[config.mk]
export PLATFORM = sky130hd
export DESIGN_NAME = dx_stage
export DESIGN_NICKNAME = d
export VERILOG_FILES = /design/src/rtl/dx_stage_pkg.sv /design/src/rtl/dx_bypass_mux.sv /design/src/rtl/dx_stage.sv
export SDC_FILE = /design/constraint.sdc
export NUM_CORES = 1
export LEC_CHECK = 0
export CORE_UTILIZATION = 43
export CTS_CLUSTER_SIZE = 40
export DETAILED_ROUTE_END_ITERATION = 8
export PLACE_DENSITY = 0.81
export SLEW_MARGIN = 20
export SYNTH_ARGS = -nofsm -noshare
export SYNTH_HDL_FRONTEND = slang
export SYNTH_HIERARCHICAL = 1
export SYNTH_SLANG_ARGS = --single-unit
[constraint.sdc]
create_clock -name clock -period 2.7 [get_ports clock]
set_input_delay 0.54 -clock clock [delete_from_list [all_inputs] [get_ports clock]]
set_output_delay 0.54 -clock clock [all_outputs]
set_load 0.01 [all_outputs]
[src/rtl/dx_stage_pkg.sv]
// Shared instruction-format constants for the fetch / decode / execute stages.
// Opcode encodings and bit positions of the opcode, rd, rs and rt fields.
package dx_stage_pkg;

    localparam int unsigned INSN_W = 32;
    localparam int unsigned RF_AW  = 5;

    localparam logic [4:0] OPC_LW  = 5'b01000;
    localparam logic [4:0] OPC_SW  = 5'b00111;
    localparam logic [4:0] OPC_BNE = 5'b00010;
    localparam logic [4:0] OPC_BLT = 5'b00110;
    localparam logic [4:0] OPC_JR  = 5'b00100;

    localparam int unsigned OPC_HI = 31;
    localparam int unsigned OPC_LO = 27;
    localparam int unsigned RD_HI  = 26;
    localparam int unsigned RD_LO  = 22;
    localparam int unsigned RS_HI  = 21;
    localparam int unsigned RS_LO  = 17;
    localparam int unsigned RT_HI  = 16;
    localparam int unsigned RT_LO  = 12;

endpackage

[src/rtl/dx_bypass_mux.sv]
// Operand select for one regfile read port: same-cycle writeback bypass,
// with r0 hard-wired to zero.
module dx_bypass_mux
    import dx_stage_pkg::*;
#(
    parameter int unsigned DATA_W = INSN_W,
    parameter int unsigned REG_AW = RF_AW
) (
    input  logic [REG_AW-1:0] i_addr,
    input  logic [DATA_W-1:0] i_rdata,
    input  logic              i_we,
    input  logic [REG_AW-1:0] i_wreg,
    input  logic [DATA_W-1:0] i_wdata,
    output logic [DATA_W-1:0] o_op
);

    logic w_hit;

    // A write to r0 never forwards, so an r0 read still resolves to zero.
    assign w_hit = i_we && (i_wreg != '0) && (i_wreg == i_addr);

    always_comb begin
        o_op = i_rdata;
        if (w_hit) begin
            o_op = i_wdata;
        end else if (i_addr == '0) begin
            o_op = '0;
        end
    end

endmodule

[src/rtl/dx_stage.sv]
// Decode-to-execute stage: drives regfile read addresses, bypasses writeback,
// detects load-use hazards and holds the D/X latch.
module dx_stage
    import dx_stage_pkg::*;
#(
    parameter int unsigned DATA_W  = INSN_W,
    parameter int unsigned REG_AW  = RF_AW,
    parameter logic [4:0]  OP_LW   = OPC_LW,
    parameter logic [4:0]  OP_SW   = OPC_SW,
    parameter logic [4:0]  OP_BNE  = OPC_BNE,
    parameter logic [4:0]  OP_BLT  = OPC_BLT,
    parameter logic [4:0]  OP_JR   = OPC_JR
) (
    input  logic              clock,
    input  logic              ctrl_reset,
    input  logic              fd_valid,
    input  logic [DATA_W-1:0] fd_pc,
    input  logic [DATA_W-1:0] fd_insn,
    output logic [REG_AW-1:0] ctrl_readRegA,
    output logic [REG_AW-1:0] ctrl_readRegB,
    input  logic [DATA_W-1:0] data_readRegA,
    input  logic [DATA_W-1:0] data_readRegB,
    input  logic              ctrl_writeEnable,
    input  logic [REG_AW-1:0] ctrl_writeReg,
    input  logic [DATA_W-1:0] data_writeReg,
    input  logic              flush,
    output logic              hazard_stall,
    output logic              dx_valid,
    output logic [DATA_W-1:0] dx_pc,
    output logic [DATA_W-1:0] dx_insn,
    output logic [DATA_W-1:0] dx_opA,
    output logic [DATA_W-1:0] dx_opB
);

    logic [4:0]        w_opc;
    logic [REG_AW-1:0] w_rd;
    logic [REG_AW-1:0] w_rs;
    logic [REG_AW-1:0] w_rt;
    logic              w_b_uses_rd;
    logic [4:0]        w_dx_opc;
    logic [REG_AW-1:0] w_dx_rd;
    logic [DATA_W-1:0] w_opA_next;
    logic [DATA_W-1:0] w_opB_next;

    logic              r_valid;
    logic [DATA_W-1:0] r_pc;
    logic [DATA_W-1:0] r_insn;
    logic [DATA_W-1:0] r_opA;
    logic [DATA_W-1:0] r_opB;

    assign w_opc = fd_insn[OPC_HI:OPC_LO];
    assign w_rd  = fd_insn[RD_HI:RD_LO];
    assign w_rs  = fd_insn[RS_HI:RS_LO];
    assign w_rt  = fd_insn[RT_HI:RT_LO];

    // Stores and compare-branches read their second source from the rd field.
    assign w_b_uses_rd   = (w_opc == OP_SW) || (w_opc == OP_BNE) || (w_opc == OP_BLT);
    assign ctrl_readRegA = (w_opc == OP_JR) ? w_rd : w_rs;
    assign ctrl_readRegB = w_b_uses_rd ? w_rd : w_rt;

    dx_bypass_mux #(
        .DATA_W (DATA_W),
        .REG_AW (REG_AW)
    ) u_byp_a (
        .i_addr  (ctrl_readRegA),
        .i_rdata (data_readRegA),
        .i_we    (ctrl_writeEnable),
        .i_wreg  (ctrl_writeReg),
        .i_wdata (data_writeReg),
        .o_op    (w_opA_next)
    );

    dx_bypass_mux #(
        .DATA_W (DATA_W),
        .REG_AW (REG_AW)
    ) u_byp_b (
        .i_addr  (ctrl_readRegB),
        .i_rdata (data_readRegB),
        .i_we    (ctrl_writeEnable),
        .i_wreg  (ctrl_writeReg),
        .i_wdata (data_writeReg),
        .o_op    (w_opB_next)
    );

    assign w_dx_opc = r_insn[OPC_HI:OPC_LO];
    assign w_dx_rd  = r_insn[RD_HI:RD_LO];

    assign hazard_stall = r_valid && fd_valid && (w_dx_opc == OP_LW) && (w_dx_rd != '0) &&
                          ((w_dx_rd == ctrl_readRegA) || (w_dx_rd == ctrl_readRegB));

    always_ff @(posedge clock or negedge ctrl_reset) begin
        if (!ctrl_reset) begin
            r_valid <= 1'b0;
            r_pc    <= '0;
            r_insn  <= '0;
            r_opA   <= '0;
            r_opB   <= '0;
        end else if (flush || hazard_stall) begin
            r_valid <= 1'b0;
            r_insn  <= '0;
        end else begin
            r_valid <= fd_valid;
            r_pc    <= fd_pc;
            r_insn  <= fd_insn;
            r_opA   <= w_opA_next;
            r_opB   <= w_opB_next;
        end
    end

    assign dx_valid = r_valid;
    assign dx_pc    = r_pc;
    assign dx_insn  = r_insn;
    assign dx_opA   = r_opA;
    assign dx_opB   = r_opB;

endmodule

# [Word level (Yosys, flattened, before mapping)]
# Cells that the tools add are included.
[word_totals] inputBits=170 ff_bits=129 output_inout_bits=140
[op_classes] n_eq_ne=9 n_reduce_logical=15 mux=8
[op_table] operator="32-bit two-way mux" n=5
[op_table] operator="5-bit equality test" n=4
[op_table] operator="5-bit by 3-bit equality test with 1-bit output (second input constant)" n=3
[op_table] operator="5-bit zero test" n=2
[op_table] operator="5-bit two-way mux" n=2
[op_table] operator="5-bit nonzero test" n=2
[op_table] operator="1-bit logical AND" n=7
[op_table] operator="5-bit by 2-bit equality test with 1-bit output (second input constant)" n=1
[op_table] operator="5-bit by 4-bit equality test with 1-bit output (second input constant)" n=1
[op_table] operator="1-bit logical OR" n=4
[op_table] operator="1-bit two-way mux" n=1

# [Longest topological paths before layout]
[logic_depth] depth_word=9 mapped_depth=11 mapped_depth_nobuf=9

# [Cells and area by module]
# Netlist, hierarchy kept.
[modules_own_cells] module="dx_stage" area_each_um2=5544.1 cells_each=378 n_inst=1
[modules_own_cells] module="dx_bypass_mux" area_each_um2=716.9 cells_each=115 n_inst=2

# [Worst setup path before layout]
# OpenSTA, ideal clock, no wires.
[synth_path] path_type="input to register" from="input port fd_insn[29]" to="register r_opB[19] (netlist: dx_opB[19])" required_ps=2575 slack_ps=-104 path_stages=10 path_buffers=2 arrival_ps=2679 cell_sequence="nand2b_1 -> and3_1 -> clkbuf_1 -> o21ai_0 -> xnor2_1 -> nand2_1 -> a211oi_4 -> buf_8 -> mux2i_1 -> mux2_4"
[synth_rtl] item="from (decl)" line_no="dx_stage.sv:18" source="input logic [DATA_W-1:0] fd_insn,"
[synth_rtl] item="5-bit by 3-bit equality test with 1-bit output or 5-bit by 2-bit equality test with 1-bit output (tied branches)" line_no="dx_stage.sv:57" source="assign w_b_uses_rd = (w_opc == OP_SW) || (w_opc == OP_BNE) || (w_opc == OP_BLT);"
[synth_rtl] item="1-bit logical OR" line_no="dx_stage.sv:57"
[synth_rtl] item="1-bit logical OR *" line_no="dx_stage.sv:57"
[synth_rtl] item="5-bit two-way mux *" line_no="dx_stage.sv:59" source="assign ctrl_readRegB = w_b_uses_rd ? w_rd : w_rt;"
[synth_rtl] item="via ctrl_readRegB[0]" line_no="dx_stage.sv:20" source="output logic [REG_AW-1:0] ctrl_readRegB,"
[synth_rtl] item="5-bit zero test or 5-bit equality test (tied branches)" line_no="dx_bypass_mux.sv:26, dx_bypass_mux.sv:20"
[synth_rtl] item="32-bit two-way mux or 1-bit logical AND (tied branches)" line_no="dx_bypass_mux.sv:26, dx_bypass_mux.sv:20"
[synth_rtl] item="32-bit two-way mux *" line_no="dx_bypass_mux.sv:24" source="if (w_hit) begin"
[synth_rtl] item="via w_opB_next[19]" line_no="dx_stage.sv:43" source="logic [DATA_W-1:0] w_opB_next;"
[synth_rtl] item="to (signal assigned)" line_no="dx_stage.sv:106" source="r_opB <= w_opB_next;"
[synth_rtl] item="to (decl)" line_no="dx_stage.sv:49" source="logic [DATA_W-1:0] r_opB;"
# The timed path passes the listed nets; every way through them passes the cells marked *.
# A chain may end at the register's enable or synchronous reset.

# [Final worst setup path]
[layout_path] from="register r_insn[22] (netlist: dx_insn[22])" to="output port hazard_stall"
[layout_via] elab_chain_len=3
[layout_rtl] item="from (decl)" line_no="dx_stage.sv:47" source="logic [DATA_W-1:0] r_insn;"
[layout_rtl] item="from (signal assigned)" line_no="dx_stage.sv:104" source="r_insn <= fd_insn;"
[layout_rtl] item="5-bit equality test or 5-bit nonzero test (tied branches)" line_no="dx_stage.sv:89, dx_stage.sv:88"
[layout_rtl] item="1-bit logical OR or 1-bit logical AND (tied branches)" line_no="dx_stage.sv:89, dx_stage.sv:88"
[layout_rtl] item="1-bit logical AND *" line_no="dx_stage.sv:88" source="assign hazard_stall = r_valid && fd_valid && (w_dx_opc == OP_LW) && (w_dx_rd != '0) &&"
[layout_rtl] item="to (decl)" line_no="dx_stage.sv:27" source="output logic hazard_stall,"
# Every way passes the cells marked *; elsewhere a longest branch is shown, timed or not.

==> impl_summary.md <==
Place
The detailed-placement wirelength estimate is 15.4 mm. The number of buffers inserted by port buffering is just over 300. The final weighted congestion in routability-driven placement is about 0.87. OpenSTA, run right after detailed placement, puts the worst setup slack at -0.615 ns.

Detailed routing
The DRC marker count from the first detailed-route iteration is between 200 and 250. The remaining design rule violation count is 0. The number of vias per cell after detailed routing is roughly 4.8. The count of nets left with antenna violations once routing finished came out at 0. The routed layout has 5803 vias.

Summed over all layers, the routed wires come to around 22 mm. The detail-routed net length per standard cell is 18.0 um. The pre-antenna-repair detailed-routing pass consisted of 4 iterations.

Power
Across the VDD grid, the largest voltage drop is approximately 440 uV. The static leakage is between 5 and 6 nW. For this design the ratio of total power to cell area is between 500 and 600 nW/um2.

Layout
The count of antenna diodes in the layout is 0. The library cells used most frequently in the layout, excluding fill and tap cells, are 292 x sky130_fd_sc_hd__clkdlybuf4s50_1, 129 x sky130_fd_sc_hd__dfrtp_1, 101 x sky130_fd_sc_hd__inv_1. Compared with the post-synthesis result, the final layout area differs by 62.8%. The count of nets after finishing is ~1200. The layout cell share with drive strength beyond 1 is between 20% and 30%. The layout has ~1200 filler cells. The most common library cell in the layout ignoring fill and taps is sky130_fd_sc_hd__clkdlybuf4s50_1.

Clock tree
The H-tree was split into 4 levels. Hold repair after CTS inserted 0 buffers. The clock reaches the later pin of the worst-skew pair after about 0.41 ns. The library cell used as clock root buffer is sky130_fd_sc_hd__clkbuf_16. TritonCTS built the clock tree. The clock sink count is between 100 and 150. The clock passes through at most 2 buffers. The clock transition time at the flip-flop clock pins of the worst setup and hold paths is roughly 0.06 ns. TritonCTS created 17 clock buffers.

STA
The final count of pins violating max slew is 0. Setup repair after global routing could not meet its margin everywhere. In the finished design, the share of the clock period the worst path needs comes to between 90 and 100%. In this run the tightest slew margin relative to its limit is a little over half.

Subtracting the final worst setup slack from the clock period gives approximately 2.7 ns. Adding up every negative setup slack in the final design gives 0 ns. The worst-margin pin slew is about 0.72 ns. Timing would allow up to between 300 and 400 MHz.

The post-route clock skew is around 0.0089 ns. The minimum setup slack in the final design is 0.0419 ns. The hold violation total from the final report is 0. Setup violations remaining at the end of the flow were counted as 0.

Logic synthesis
The most used flip-flop cell after synthesis is sky130_fd_sc_hd__dfrtp_1. The largest family of logic cells by synthesized area is multiplexers. The number of flops mapped to enable cells by yosys is 0. A synthesized cell averages 11.5 um2. The share of synthesized registers carrying an async set or reset is between 90% and 100%.

The fraction of the mapped netlist area in adder cells is 0%. Synthesis inferred 129 register bits. The share of synthesized cell area in and, or, nand and nor gates is 9.47%.

The multiplexer share of the synthesized area is around 29%. The netlist uses 42 different library cells. The sequential cell area fraction in the yosys report is a little under half. Summing the areas of all xor and xnor instances in the mapped netlist gives approximately 1.3% of the synthesized area. The synthesized net count is 778. The number of standard cells after synthesis is around 610. The synthesized netlist devotes under 10% of its cell area to compound gates.

In this run the cell area of the synthesized design comes to approximately 7000 um2. The number of warning messages in the yosys log is 6.

Floorplan
The die extent in y is 129 um. 310 I/O pins were placed. The total area inside the core boundary comes to 15900 um2. The floorplan has 46 rows.

The horizontal extent of the die is 129 um. The initial standard-cell utilization of the core is between 40 and 50%. The die area is approximately 17000 um2.

Global routing
The global-route congestion overflow total is 0. The via count of the first global-routing pass was roughly 6000. Entering global routing, the biggest net connects between 100 and 150 pins. The number of antenna violations at the first check in global routing is 0. Global routing used roughly 26% of the available tracks.

The wire length of the first global-routing pass is 32.1 mm.

Critical path
The startpoint type of the worst setup path is a flop. The critical path in this run is classified as flop to primary output. The highest cell delay on the worst timing path is ~0.56 ns. The number of buffers and inverters on the critical path is 1. The worst register-to-register path begins at dx_insn[22]. Walking the worst path, the cells encountered are or4_4 > nor2_4 > nor2_1 > mux2_4 > nand4b_4 > nand2_2 > buf_6. In this run the worst setup path begins at dx_insn[22]. STA classifies the critical path endpoint as a primary output. Data on the critical path is required at its endpoint by about 2.2 ns. The worst register-to-register path has a setup slack of between 0.15 and 0.2 ns. For the worst flop-to-flop path, the logic depth is 9. Among all stages on the critical path, the largest delay is contributed by sky130_fd_sc_hd__or4_4. The category of cells accounting for the largest share of critical-path delay is simple AND/OR/NAND/NOR gates. Data arrives at the worst endpoint at 2.12 ns. The end of the worst register-to-register path is dx_opB[13]. The critical path ends at hazard_stall.

The critical path depth in cells is 7. The biggest fanout along the worst timing path is 2.

Status
The run finished with clean final reports.

Run
The tool flagged a number of max-cap violations equal to 0.

Hold path
The path class of the tightest hold or removal check is input pin to asynchronous set/reset pin.
flip-flops by register name (all words and copies together), names as in the netlist:
signal	cells
dx_opA	32
dx_opB	32
dx_insn	32
dx_pc	32
dx_valid	1
repair_timing:
action                                  CTS  global route
buffers inserted                          4             7
gates cloned                              3             2
resized for setup                        34            23
endpoints found under the setup margin  107            69
pin swaps                                 5            10
final cells by class:
| type | count | area, um2 | area share [%] |
|---|---|---|---|
| clock buffers | 18 | 439 | 3.86 |
| flip-flops and latches | 129 | 3230 | 28.4 |
| inverters | 101 | 379 | 3.34 |
| well taps | 216 | 270 | 2.38 |
| clock inverters | 14 | 129 | 1.13 |
| repair buffers | 381 | 3780 | 33.3 |
| multi-input cells | 351 | 3140 | 27.6 |
where the power goes:
part	total [W]	switching, W	internal, W
sequential	0.00223	0.000111	0.00212
combinational	0.00147	0.000555	0.000910
clock	0.00220	0.000900	0.00130
cells by family after synthesis:
logic type             count (synthesis)
XOR/XNOR                              10
flip-flops                           129
AND/OR/NAND/NOR                      151
AO/OA/AOI/OAI                         27
buffers and inverters                129
multiplexers                         162
worst min-delay path by stage:
stage               startpoint    endpoint  slack (ns)
floorplan           ctrl_reset  dx_insn[0]        0.24
global placement     dx_pc[22]   dx_pc[22]        0.49
global route        ctrl_reset  dx_opA[11]        0.25
finish              ctrl_reset  dx_opA[11]        0.21
detailed placement   dx_pc[18]   dx_pc[18]        0.49
CTS                 ctrl_reset  dx_opA[11]        0.27
synthesized netlist by cell type (2+ instances only):
cell type | n | area, um2
sky130_fd_sc_hd__dfrtp_1 | 129 | 3230
sky130_fd_sc_hd__inv_1 | 101 | 379
sky130_fd_sc_hd__nand2_1 | 79 | 297
sky130_fd_sc_hd__mux2_4 | 74 | 1110
sky130_fd_sc_hd__mux2i_1 | 65 | 651
sky130_fd_sc_hd__nor2_1 | 47 | 176
sky130_fd_sc_hd__mux2_2 | 23 | 259
sky130_fd_sc_hd__buf_12 | 9 | 180
sky130_fd_sc_hd__xnor2_1 | 9 | 78.8
sky130_fd_sc_hd__clkbuf_1 | 7 | 26.3
sky130_fd_sc_hd__nand3_1 | 7 | 35.0
sky130_fd_sc_hd__o21ai_0 | 7 | 35.0
sky130_fd_sc_hd__buf_8 | 6 | 90.1
sky130_fd_sc_hd__a21oi_1 | 4 | 20.0
sky130_fd_sc_hd__buf_6 | 4 | 45.0
sky130_fd_sc_hd__nand4_1 | 4 | 25.0
sky130_fd_sc_hd__a211oi_4 | 2 | 40.0
sky130_fd_sc_hd__and2_1 | 2 | 12.5
sky130_fd_sc_hd__buf_4 | 2 | 15.0
sky130_fd_sc_hd__nand2b_1 | 2 | 12.5
sky130_fd_sc_hd__nor3_1 | 2 | 10.0
sky130_fd_sc_hd__o221ai_1 | 2 | 17.5
sky130_fd_sc_hd__o41ai_2 | 2 | 32.5
through the flow:
step	hold WS (ns)	instances	utilization, %	power [W]	cell area (um2)
3_3_place_gp	0.488	1162	66.4	0.00367	10500
3_5_place_dp	0.490	1162	66.4	0.00370	10500
6_report	0.212	1210	71.5	0.00590	11400
2_1_floorplan	0.244	608	-	0.00285	7000
4_1_cts	0.266	1201	70.7	0.00594	11200
5_1_grt	0.249	1210	71.5	0.00614	11400
routing by layer:
layer | vias to the layer above | GRT usage, % | part of all wire [%]
met5 | - | 0 | 0
met2 | 242 | 45.2 | 51
met3 | 43 | 7.68 | 7.4
met4 | 0 | 11.2 | 3.0
met1 | 2802 | 28.8 | 38
li1 | 2716 | - | -
No activity file was read; power rests on OpenSTA's default activity.
